[src/rtl/instr_buffer_pkg.sv]
// Front-end shared types: the fetch/decode packet and the default buffer depth.
package instr_buffer_pkg;

    typedef logic [31:0] word_t;

    typedef struct packed {
        word_t pc;
        word_t instr;
    } fetch_packet_t;

    localparam int IBUF_DEPTH = 4;

endpackage : instr_buffer_pkg

[src/rtl/instr_buffer.sv]
// Circular FIFO of {pc, instr} pairs between fetch and decode, first-word-fall-through,
// emptied by a branch-redirect flush.
module instr_buffer
    import instr_buffer_pkg::*;
#(
    parameter type T     = word_t,
    parameter int  DEPTH = IBUF_DEPTH
) (
    input  logic                         clk,
    input  logic                         reset,
    input  logic                         flush,
    input  logic                         valid_in,
    input  T                             pc_in,
    input  T                             instr_in,
    output logic                         ready_to_fetch,
    output logic                         valid_out,
    output T                             pc_out,
    output T                             instr_out,
    input  logic                         ready_in,
    output logic [$clog2(DEPTH+1)-1:0]   occupancy
);

    localparam int AW = $clog2(DEPTH);
    localparam int PW = AW + 1;
    localparam int OW = $clog2(DEPTH + 1);
    localparam logic [PW-1:0] PTR_ZERO = {PW{1'b0}};
    localparam logic [PW-1:0] PTR_ONE  = {{AW{1'b0}}, 1'b1};

    fetch_packet_t   mem_q [DEPTH];
    logic [PW-1:0]   wr_ptr_q;
    logic [PW-1:0]   wr_ptr_d;
    logic [PW-1:0]   rd_ptr_q;
    logic [PW-1:0]   rd_ptr_d;
    logic            full_s;
    logic            empty_s;
    logic            push_s;
    logic            pop_s;
    fetch_packet_t   wr_pkt_s;
    fetch_packet_t   head_s;

    // Status flags and handshakes derived from the pointer pair only
    always_comb begin
        empty_s   = (wr_ptr_q == rd_ptr_q);
        full_s    = (wr_ptr_q[AW-1:0] == rd_ptr_q[AW-1:0]) && (wr_ptr_q[AW] != rd_ptr_q[AW]);
        push_s    = valid_in && !full_s && !flush;
        pop_s     = !empty_s && ready_in && !flush;
        wr_pkt_s  = '{pc: pc_in, instr: instr_in};
        head_s    = mem_q[rd_ptr_q[AW-1:0]];
    end

    assign ready_to_fetch = !full_s;
    assign valid_out      = !empty_s;
    assign pc_out         = head_s.pc;
    assign instr_out      = head_s.instr;
    assign occupancy      = OW'(wr_ptr_q - rd_ptr_q);

    // Pointer next-state; a flush rewinds both pointers and swallows that cycle's push and pop
    always_comb begin
        wr_ptr_d = wr_ptr_q;
        rd_ptr_d = rd_ptr_q;
        if (flush) begin
            wr_ptr_d = PTR_ZERO;
            rd_ptr_d = PTR_ZERO;
        end else begin
            if (push_s) begin
                wr_ptr_d = wr_ptr_q + PTR_ONE;
            end else begin
                wr_ptr_d = wr_ptr_q;
            end
            if (pop_s) begin
                rd_ptr_d = rd_ptr_q + PTR_ONE;
            end else begin
                rd_ptr_d = rd_ptr_q;
            end
        end
    end

    // Pointer and storage registers; reset also clears storage so the head reads as zero
    always_ff @(posedge clk) begin
        if (!reset) begin
            wr_ptr_q <= PTR_ZERO;
            rd_ptr_q <= PTR_ZERO;
            for (int i = 0; i < DEPTH; i++) begin
                mem_q[i] <= '0;
            end
        end else begin
            wr_ptr_q <= wr_ptr_d;
            rd_ptr_q <= rd_ptr_d;
            if (push_s) begin
                mem_q[wr_ptr_q[AW-1:0]] <= wr_pkt_s;
            end
        end
    end

endmodule : instr_buffer

[config.mk]
export PLATFORM = sky130hd
export DESIGN_NAME = instr_buffer
export DESIGN_NICKNAME = d
export VERILOG_FILES = /design/src/rtl/instr_buffer_pkg.sv /design/src/rtl/instr_buffer.sv
export SDC_FILE = /design/constraint.sdc
export NUM_CORES = 1
export LEC_CHECK = 0
export CAP_MARGIN = 20
export CORE_MARGIN = 5
export CORE_UTILIZATION = 40
export CTS_CLUSTER_DIAMETER = 60
export CTS_CLUSTER_SIZE = 40
export DETAILED_ROUTE_END_ITERATION = 7
export GPL_ROUTABILITY_DRIVEN = 0
export MAX_ROUTING_LAYER = met4
export PLACE_DENSITY_LB_ADDON = 0.12
export SLEW_MARGIN = 15
export SYNTH_ARGS = -nofsm -noshare
export SYNTH_HDL_FRONTEND = slang
export SYNTH_SLANG_ARGS = --single-unit
[constraint.sdc]
create_clock -name clk -period 10.15 [get_ports clk]
set_clock_uncertainty 0.1 [all_clocks]
set_input_delay 2.03 -clock clk [delete_from_list [all_inputs] [get_ports clk]]
set_output_delay 2.03 -clock clk [all_outputs]
set_load 0.02 [all_outputs]
# Word-level counts from Yosys, hierarchy flattened

Memory sizes are Yosys's and may differ from the RTL's. A register that Yosys moved wholly into a read port is not among the register bits.
Index checks and enable logic that the tools add are counted.

$add $sub $neg: 3
Equal/unequal tests: 3
Mux-type cells: 9
Bitwise logic cells: 1
Reduce and logical (&&, ||, !) cells: 10

Operator list:

| cell                                         | count |
|---|---|
| two-way mux 64 bit                           | 1 |
| OR reduction 64 bit                          | 1 |
| adder 3 x 1 -> 3 bit (second input constant) | 2 |
| two-way mux 2 bit                            | 3 |
| logical AND 1 bit                            | 5 |
| two-way mux 1 bit                            | 5 |
| == test 3 bit                                | 1 |
| zero test 1 bit                              | 3 |
| subtractor 3 bit                             | 1 |
| == test 2 bit                                | 1 |
| OR reduction 2 bit                           | 1 |
| != test 1 bit                                | 1 |
| inverter 1 bit                               | 1 |

Register bits: 6
Memory bits (writable): 256
Input bits: 69
Output and inout port bits: 69
Logic and storage cells: 29
Memories: 1

Memories:

| memory | depth | bits a word | read ports | clocked after Yosys merged registers in | wr ports | line               | source |
|---|---|---|---|---|---|---|---|
| mem_q  | 4     | 64          | 1          | 1                                       | 4        | instr_buffer.sv:29 | `fetch_packet_t mem_q [DEPTH];` |

# Depth between registers and ports, before layout

Gate-level depths: netlist (run 1).

Depth after elaboration: 10
Gate-level depth with buffers: 7
Mapped depth without buffers: 5

# Worst setup path before layout (run 1)

OpenSTA, ideal clock, no wires.

Kind: input to register
Start point: in valid_in
End point: mem mem_q[3][0] in the netlist's numbering (enable)
Setup time: 0.581 ns
Data arrival time: 7.426 ns
Required time: 9.469 ns
Slack: 2.044 ns
Stages: 4
Path buffers: 1
Cell sequence: nor2b_1 -> o21ai_2 -> buf_4 -> o31ai_1

RTL lines:

| item            | line               | source |
|---|---|---|
| start, declared | instr_buffer.sv:12 | `input logic valid_in,` |
| end, declared   | instr_buffer.sv:29 |  |

==> results of run 1 <==
==> worst min-delay path, cell delays in order (launching register included) <==
cell	delay [ns]
dfxtp_1	0.34
nand2_1	0.08
mux2i_1	0.06
==> worst max path at each step <==
stage | to | slack, ns | cells after the start
after CTS | instr_out[1] | 4.70 | 3
after global routing | pc_out[0] | 4.55 | 3
after global placement | mem_q[0][54] | 4.95 | 5
after floorplan | mem_q[3][0] | 2.04 | 4
after detailed placement | mem_q[0][54] | 4.90 | 5
final | instr_out[1] | 4.84 | 3
==> metal layers <==
layer | routed length, um | vias up
met5 | 0 | -
met4 | 307 | 0
met3 | 1572 | 30
met2 | 12790 | 186
met1 | 10700 | 3255
li1 | - | 2931
==> cell type report <==
| type | count | area share |
|---|---|---|
| sequential | 264 | 0.5819 |
| multi-input combinational | 428 | 0.2288 |
| timing repair buffer | 143 | 0.1047 |
| clock buffer | 23 | 0.03948 |
| tap | 378 | 0.03504 |
| clock inverter | 13 | 0.008156 |
| inverter | 7 | 0.001946 |
==> metrics by stage <==
stage          instances  power, mW  hold WS [ns]    util
2_1_floorplan        750      1.383        0.3788       -
3_3_place_gp        1220      1.477        0.4078  0.4628
3_5_place_dp        1220      1.482        0.4043  0.4628
4_1_cts             1256      2.262        0.4207  0.4859
5_1_grt             1256      2.321        0.4508  0.4859
6_report            1256      2.238        0.4177  0.4859
==> placed cells by master (no fill, tap or decap), drive strengths merged, types with 3 or more instances in the layout <==
master         Yosys  final
mux2i              6      6
mux4              64     64
ha                 4      4
clkinvlp           0      3
o211ai             3      3
clkbuf            15     23
nor2b              3      3
o2111ai            4      4
edfxtp           256    256
inv                7     12
nand2             76     76
buf               36      7
dfxtp              8      8
nor2             256    256
clkinv             0      5
clkdlybuf4s50      0    136
==> registers in the layout, summed over array words and instances, names as in the netlist, named ones only <==
| signal | flops |
|---|---|
| rd_ptr_q | 3 |
| wr_ptr_q | 3 |
| mem_q | 256 |
==> power breakdown <==
group          internal, mW  switching, mW  total, mW
combinational        0.0849          0.114      0.199
clock                 0.393          0.393      0.786
sequential             1.24         0.0120       1.25
total                  1.72          0.519       2.24
==> logic make-up after synthesis <==
kind of cell    count (synthesis)
xor+xnor                        3
flops                         264
fa+ha+maj                       5
simple gates                  340
compound gates                 10
buf+inv                        58
mux                            70
==> flow_summary.ini, run 1 <==
[run_status]
outcome = finished clean

[logic_synthesis]
synth.area.mux_share = 0.1336
postSynthCellCount = 750
ys_ff_latch = 264
synth_top_family_by_area = multiplexers
synth_area_mm2 = 0.01124
synth_xor_area_frac = 0.004008
synth_top_area_share = 0.6840
synthFlopType = edfxtp_1
synthTopCellsByArea = edfxtp_1 (68%), mux4_2 (13%), nor2_1 (8.6%)
synth_top_cell_by_area = edfxtp_1
synth.avg_cell_area_um2 = 14.98
ys_types = 27
synth-edff-count = 256
synth.yosys.seq_area_share = 0.6983
async_reset_ff_frac = 0
synth_warnings = 0
synthSimpleGateAreaFrac = 0.1152
synth_common_cells = edfxtp_1 (256), nor2_1 (256), nand2_1 (76), mux4_2 (64), buf_6 (17)
synth_compound_area_frac = 0.008795
syn_nets = 824
synthAdderAreaFrac = 0.006235

[floorplanning]
io_pins = 138
rows = 61
start_util = 0.4045
die_y_um = 177.6
core_area_mm2 = 0.02778
dieArea_mm2 = 0.03155
die_w_um = 177.6

[critical_path]
crit_type = reg2out
worstReg2RegEnd = mem_q[0][15]
reg2reg_depth = 6
critPathMaxFanout = 42
rrSetupSlack_ns = 6.40
start_kind = flip-flop
end_kind = output pin
r2r_start = wr_ptr_q[0]
worstPathCellList = buf_4, mux4_2, clkdlybuf4s50_1
cp_num_buf_inv = 2
cp_top_family = buffers and inverters
critPathMaxStageDelay_ns = 0.79
cp_slowest_cell = buf_4
cp.arrival_ns = 3.18
cp.required_ns = 8.02

[grt]
grt_use_met2 = 0.2763
antenna_found_initial = 0
grt.met1_usage = 0.2195
grt_pass1_wl_um = 38940
busiest_layer = met2
grt.total_usage = 0.1652
overflow = 0
grt_start_max_net_pins = 72
grt_pass1_vias = 6919
globalRouteMet3Util = 0.02663

[cells_and_area]
multiInputGateArea_mm2 = 0.003088
fillers = 2470
final_nets = 938
post-route-cell-area_mm2 = 0.01350
antenna-diode-count = 0
seqCellArea_mm2 = 0.007855
areaGrowthSynthToFinish_pct = 20.12
layout-drive-gt1-share = 0.1298

[timing]
drv_slew = 0
hold_viol_final = 0
fmax_mhz = 188.2
period_needed_ns = 5.315
slew_headroom = 0.3069
fin_crit_sh = 0.5236
tns_ns = 0
rsz0062_at_grt = no
worst_slew_pin_slew_ns = 1.040
setup_viol = 0
worst_slack_ns = 4.835

[power_and_ir_drop]
p_leak_nw = 4.640
ir_drop_mv = 0.09396
p_per_area_mw_per_mm2 = 165.8

[place]
post-place-ws_ns = 4.902
hpwlAfterDp_um = 13450
portBuffers = 137
placed_area_mm2 = 0.01286

[clock_tree]
cts_hold_buf = 0
cts.sinks = 264
clockBufferDepth = 3
cts_setup_buffers = 0
clkTransAtPathRegs_ns = 0.08
cts_resized = 0
clock_latency_ns = 0.50
clockRootBuffer = clkbuf_16
cts_tree = done
h-tree-depth = 1
cts_made_buffers = 20

[route]
ant_nets = 0
drt_first_pass_iters = 7
avgViaCountPerCell = 5.097
drc_errors = 0
num_vias = 6402
avgRoutedWirePerCell_um = 20.20
drtIter0Drc = 463
drt-total-wl_um = 25370

[hold_path]
hold_depth = 2
hold_path.class = reg2reg
min_from = rd_ptr_q[0]

[job]
drv_cap = 0
No activity file was read; power rests on OpenSTA's default activity.
==> inputs of run 2 (changes only) <==
==> constraint.sdc (replaced) <==
create_clock -name clk -period 4.9 [get_ports clk]
set_clock_uncertainty 0.1 [all_clocks]
set_input_delay 0.98 -clock clk [delete_from_list [all_inputs] [get_ports clk]]
set_output_delay 0.98 -clock clk [all_outputs]
set_load 0.02 [all_outputs]
==> flow_summary.ini, run 2 (synthesized netlist as in run 1, its figures left out) <==
[run_status]
outcome = finished clean

[grt]
overflow = 0
grt.total_usage = 0.1742
grt.met1_usage = 0.2284
grt_use_met2 = 0.2936
busiest_layer = met2
grt_start_max_net_pins = 67
grt_pass1_vias = 7089
globalRouteMet3Util = 0.02620
antenna_found_initial = 0
grt_pass1_wl_um = 40940

[timing]
rsz0062_at_grt = no
worst_slew_pin_slew_ns = 1.055
tns_ns = 0
drv_slew = 0
hold_viol_final = 0
holdWs_ns = 0.4379
setup_viol = 0
slew_headroom = 0.2966
period_needed_ns = 3.935
fmax_mhz = 254.1
fin_crit_sh = 0.8031

[critical_path]
reg2reg_depth = 6
end_kind = output pin
start_kind = flip-flop
rrSetupSlack_ns = 1.93
critPathMaxFanout = 39
cp.required_ns = 3.82
cp.arrival_ns = 2.86
r2r_start = wr_ptr_q[0]
worstReg2RegEnd = mem_q[1][42]
crit_type = reg2out

[power_and_ir_drop]
p_leak_nw = 4.718
p_per_area_mw_per_mm2 = 356.6
fin_total_pwr_mw = 4.865
ir_drop_mv = 0.2168

[floorplanning]
die_y_um = 177.6
start_util = 0.4045
core_area_mm2 = 0.02778
dieArea_mm2 = 0.03155
io_pins = 138
die_w_um = 177.6
rows = 61

[clock_tree]
cts_made_buffers = 22
cts.sinks = 264
clockRootBuffer = clkbuf_16
clock_latency_ns = 0.53
cts_resized = 0
clockBufferDepth = 3
cts_setup_buffers = 0
cts_hold_buf = 0
clkTransAtPathRegs_ns = 0.08
h-tree-depth = 1
cts_tree = done

[cells_and_area]
top_regs = mem_q (256), rd_ptr_q (3), wr_ptr_q (3)
post-route-cell-area_mm2 = 0.01364
antenna-diode-count = 0
final_cell_mix = nor2_1 (256), edfxtp_1 (256), clkdlybuf4s50_1 (136), nand2_1 (73), mux4_2 (64)
fillers = 2450
final_nets = 942
largest_reg_flops = 256
areaGrowthSynthToFinish_pct = 21.39
layout-drive-gt1-share = 0.1382
stdcell_count = 1261
largest_register = mem_q

[place]
portBuffers = 137
placed_cells = 1222
placed_area_mm2 = 0.01288
hpwlAfterDp_um = 14090

[job]
drv_cap = 0

[hold_path]
min_from = wr_ptr_q[0]
hold_depth = 2
worstHoldEndpoint = wr_ptr_q[0]
hold_path.class = reg2reg

[route]
num_vias = 6550
drt_first_pass_iters = 5
avgViaCountPerCell = 5.194
ant_nets = 0
drc_errors = 0
drtIter0Drc = 451
avgRoutedWirePerCell_um = 21.07
drt-total-wl_um = 26570
-- run 2: routing by layer --
layer	part of all wire	wire (um)
met5	0	0
met4	0.017	442
met2	0.51	13500
met3	0.048	1278
met1	0.43	11340
-- run 2: worst max-delay path by stage --
stage / cells after the start / startpoint / slack [ns] / endpoint
finish: 3 / flip-flop / 0.96 / instr_out[4]
global route: 3 / flip-flop / 0.77 / instr_out[0]
CTS: 3 / flip-flop / 0.88 / instr_out[0]
detailed placement: 4 / valid_in / 1.18 / mem_q[0][26]
global placement: 4 / valid_in / 1.22 / mem_q[2][28]
floorplan: 4 / valid_in / 1.09 / mem_q[3][0]
-- run 2: critical path, cell delays in order (launching register included) --
cell and delay (ns):
dfxtp_4 0.72, buf_12 0.40, mux4_2 0.60, clkdlybuf4s50_1 0.57
-- run 2: stage by stage --
stage                 util  setup slack (ns)
global route        0.4910            0.7657
detailed placement  0.4637             1.177
finish              0.4910            0.9650
CTS                 0.4910            0.8814
floorplan                -             1.089
global placement    0.4637             1.216
-- run 2: area by class of cell --
class / instances / area (um2) / share of cell area
clock buffers: 22 / 550.5 / 0.04036
clock inverters: 17 / 207.7 / 0.01523
flip-flops and latches: 264 / 7855 / 0.5758
well taps: 378 / 473.0 / 0.03467
multi-input cells: 428 / 3088 / 0.2264
inverters: 7 / 26.28 / 0.001926
repair buffers: 145 / 1441 / 0.1057
-- run 2: report_power, final --
part	switching [mW]	internal, mW	leakage (nW)
sequential	0.0253	2.57	2.76
combinational	0.240	0.177	1.58
clock	0.917	0.936	0.373
total	1.18	3.68	4.72
==> inputs of run 3 (changes only) <==
==> constraint.sdc (replaced) <==
create_clock -name clk -period 3.7 [get_ports clk]
set_clock_uncertainty 0.1 [all_clocks]
set_input_delay 0.74 -clock clk [delete_from_list [all_inputs] [get_ports clk]]
set_output_delay 0.74 -clock clk [all_outputs]
set_load 0.02 [all_outputs]
==> flow_summary.ini, run 3 (synthesized netlist as in run 1, its figures left out) <==
[hold_path]
hold_path.class = reg2reg

[grt]
grt.total_usage = 0.1779
grt_pass1_wl_um = 41480
antenna_found_initial = 0
grt_pass1_vias = 7222
overflow = 0
grt_start_max_net_pins = 67

[timing]
worst_slew_pin_slew_ns = 0.9623
hold_viol_final = 0
rsz0062_at_grt = no
holdWs_ns = 0.4443
slew_headroom = 0.3585
setup_viol = 0
fmax_mhz = 289.0
drv_slew = 0
tns_ns = 0
period_needed_ns = 3.461
fin_crit_sh = 0.9353

[floorplanning]
core_area_mm2 = 0.02778
io_pins = 138
dieArea_mm2 = 0.03155
die_w_um = 177.6
die_y_um = 177.6
start_util = 0.4045
rows = 61

[route]
drtIter0Drc = 559
num_vias = 6578
drc_errors = 0
drt-total-wl_um = 26810
avgViaCountPerCell = 5.159
ant_nets = 0
avgRoutedWirePerCell_um = 21.03
drt_first_pass_iters = 6

[power_and_ir_drop]
ir_drop_mv = 0.2533
fin_total_pwr_mw = 6.479
p_per_area_mw_per_mm2 = 468.2
p_leak_nw = 4.805

[cells_and_area]
areaGrowthSynthToFinish_pct = 23.15
largest_register = mem_q
final_util = 0.4982
antenna-diode-count = 0
largest_reg_flops = 256
stdcell_count = 1275
final_cell_mix = nor2_1 (256), edfxtp_1 (256), clkdlybuf4s50_1 (136), nand2_1 (73), mux4_2 (64)
top_regs = mem_q (256), rd_ptr_q (3), wr_ptr_q (3)
final_nets = 954
layout-drive-gt1-share = 0.1505

[run_status]
outcome = finished clean

[critical_path]
cp.arrival_ns = 2.62
end_kind = output pin
cp.required_ns = 2.86
critPathMaxFanout = 25
crit_type = reg2out
start_kind = flip-flop

[clock_tree]
cts_setup_buffers = 0
cts_resized = 0
cts_tree = done
h-tree-depth = 1
clockBufferDepth = 3
clockRootBuffer = clkbuf_16
clock_latency_ns = 0.53
cts.sinks = 264
clkTransAtPathRegs_ns = 0.09
cts_hold_buf = 0
cts_made_buffers = 23

[place]
hpwlAfterDp_um = 15020
portBuffers = 137
placed_cells = 1233

[job]
drv_cap = 0
-- run 3: changes by cell type in the layout (fill, tap and decap cells not counted), sizes merged --
cell | before | now
clkinvlp | 0 | 1
buf | 9 | 20
inv | 15 | 13
clkbuf | 22 | 25
clkinv | 8 | 10
bufinv | 1 | 0
-- run 3: worst paths after layout --
check	from	endpoint	slack [ns]	depth (start not counted)
setup / recovery	flip-flop	instr_out[1]	0.24	3
hold / removal	rd_ptr_q[0]	flip-flop	0.44	2
setup reg to reg	wr_ptr_q[0]	mem_q[2][48]	0.75	6
hold reg to reg	rd_ptr_q[0]	flip-flop	0.44	2
-- run 3: through the flow --
stage                     setup WS (ns)  instance area [um2]
after detailed placement         0.7531                13030
after global placement           0.7627                13030
after global routing            0.09143                13840
final                            0.2394                13840
after CTS                        0.1689                13840
after floorplan                  0.1287                11250
-- run 3: layout make-up --
cell class                 count  area [um2]
timing repair buffer         156        1587
multi-input combinational    428        3088
tap                          378       473.0
clock buffer                  25       583.1
fill                        2422       13940
inverter                       7       26.28
sequential                   264        7855
clock inverter                17       227.7
-- run 3: per-layer routing --
metal,wire length [um],track usage,up-vias
li1,-,-,2977
met5,0,-,-
met1,11000,0.2285,3387
met2,13970,0.3065,190
met4,318,0.03448,0
met3,1521,0.02493,24
-- run 3: worst max-delay path, stage by stage, from the launching register on --
cell,delay [ns]
dfxtp_4,0.61
buf_12,0.30
mux4_2,0.59
clkdlybuf4s50_1,0.57
-- run 3: where the power goes --
| part | internal, mW | switching, mW |
|---|---|---|
| combinational | 0.246 | 0.324 |
| clock | 1.24 | 1.23 |
| sequential | 3.40 | 0.0314 |
| total | 4.89 | 1.59 |
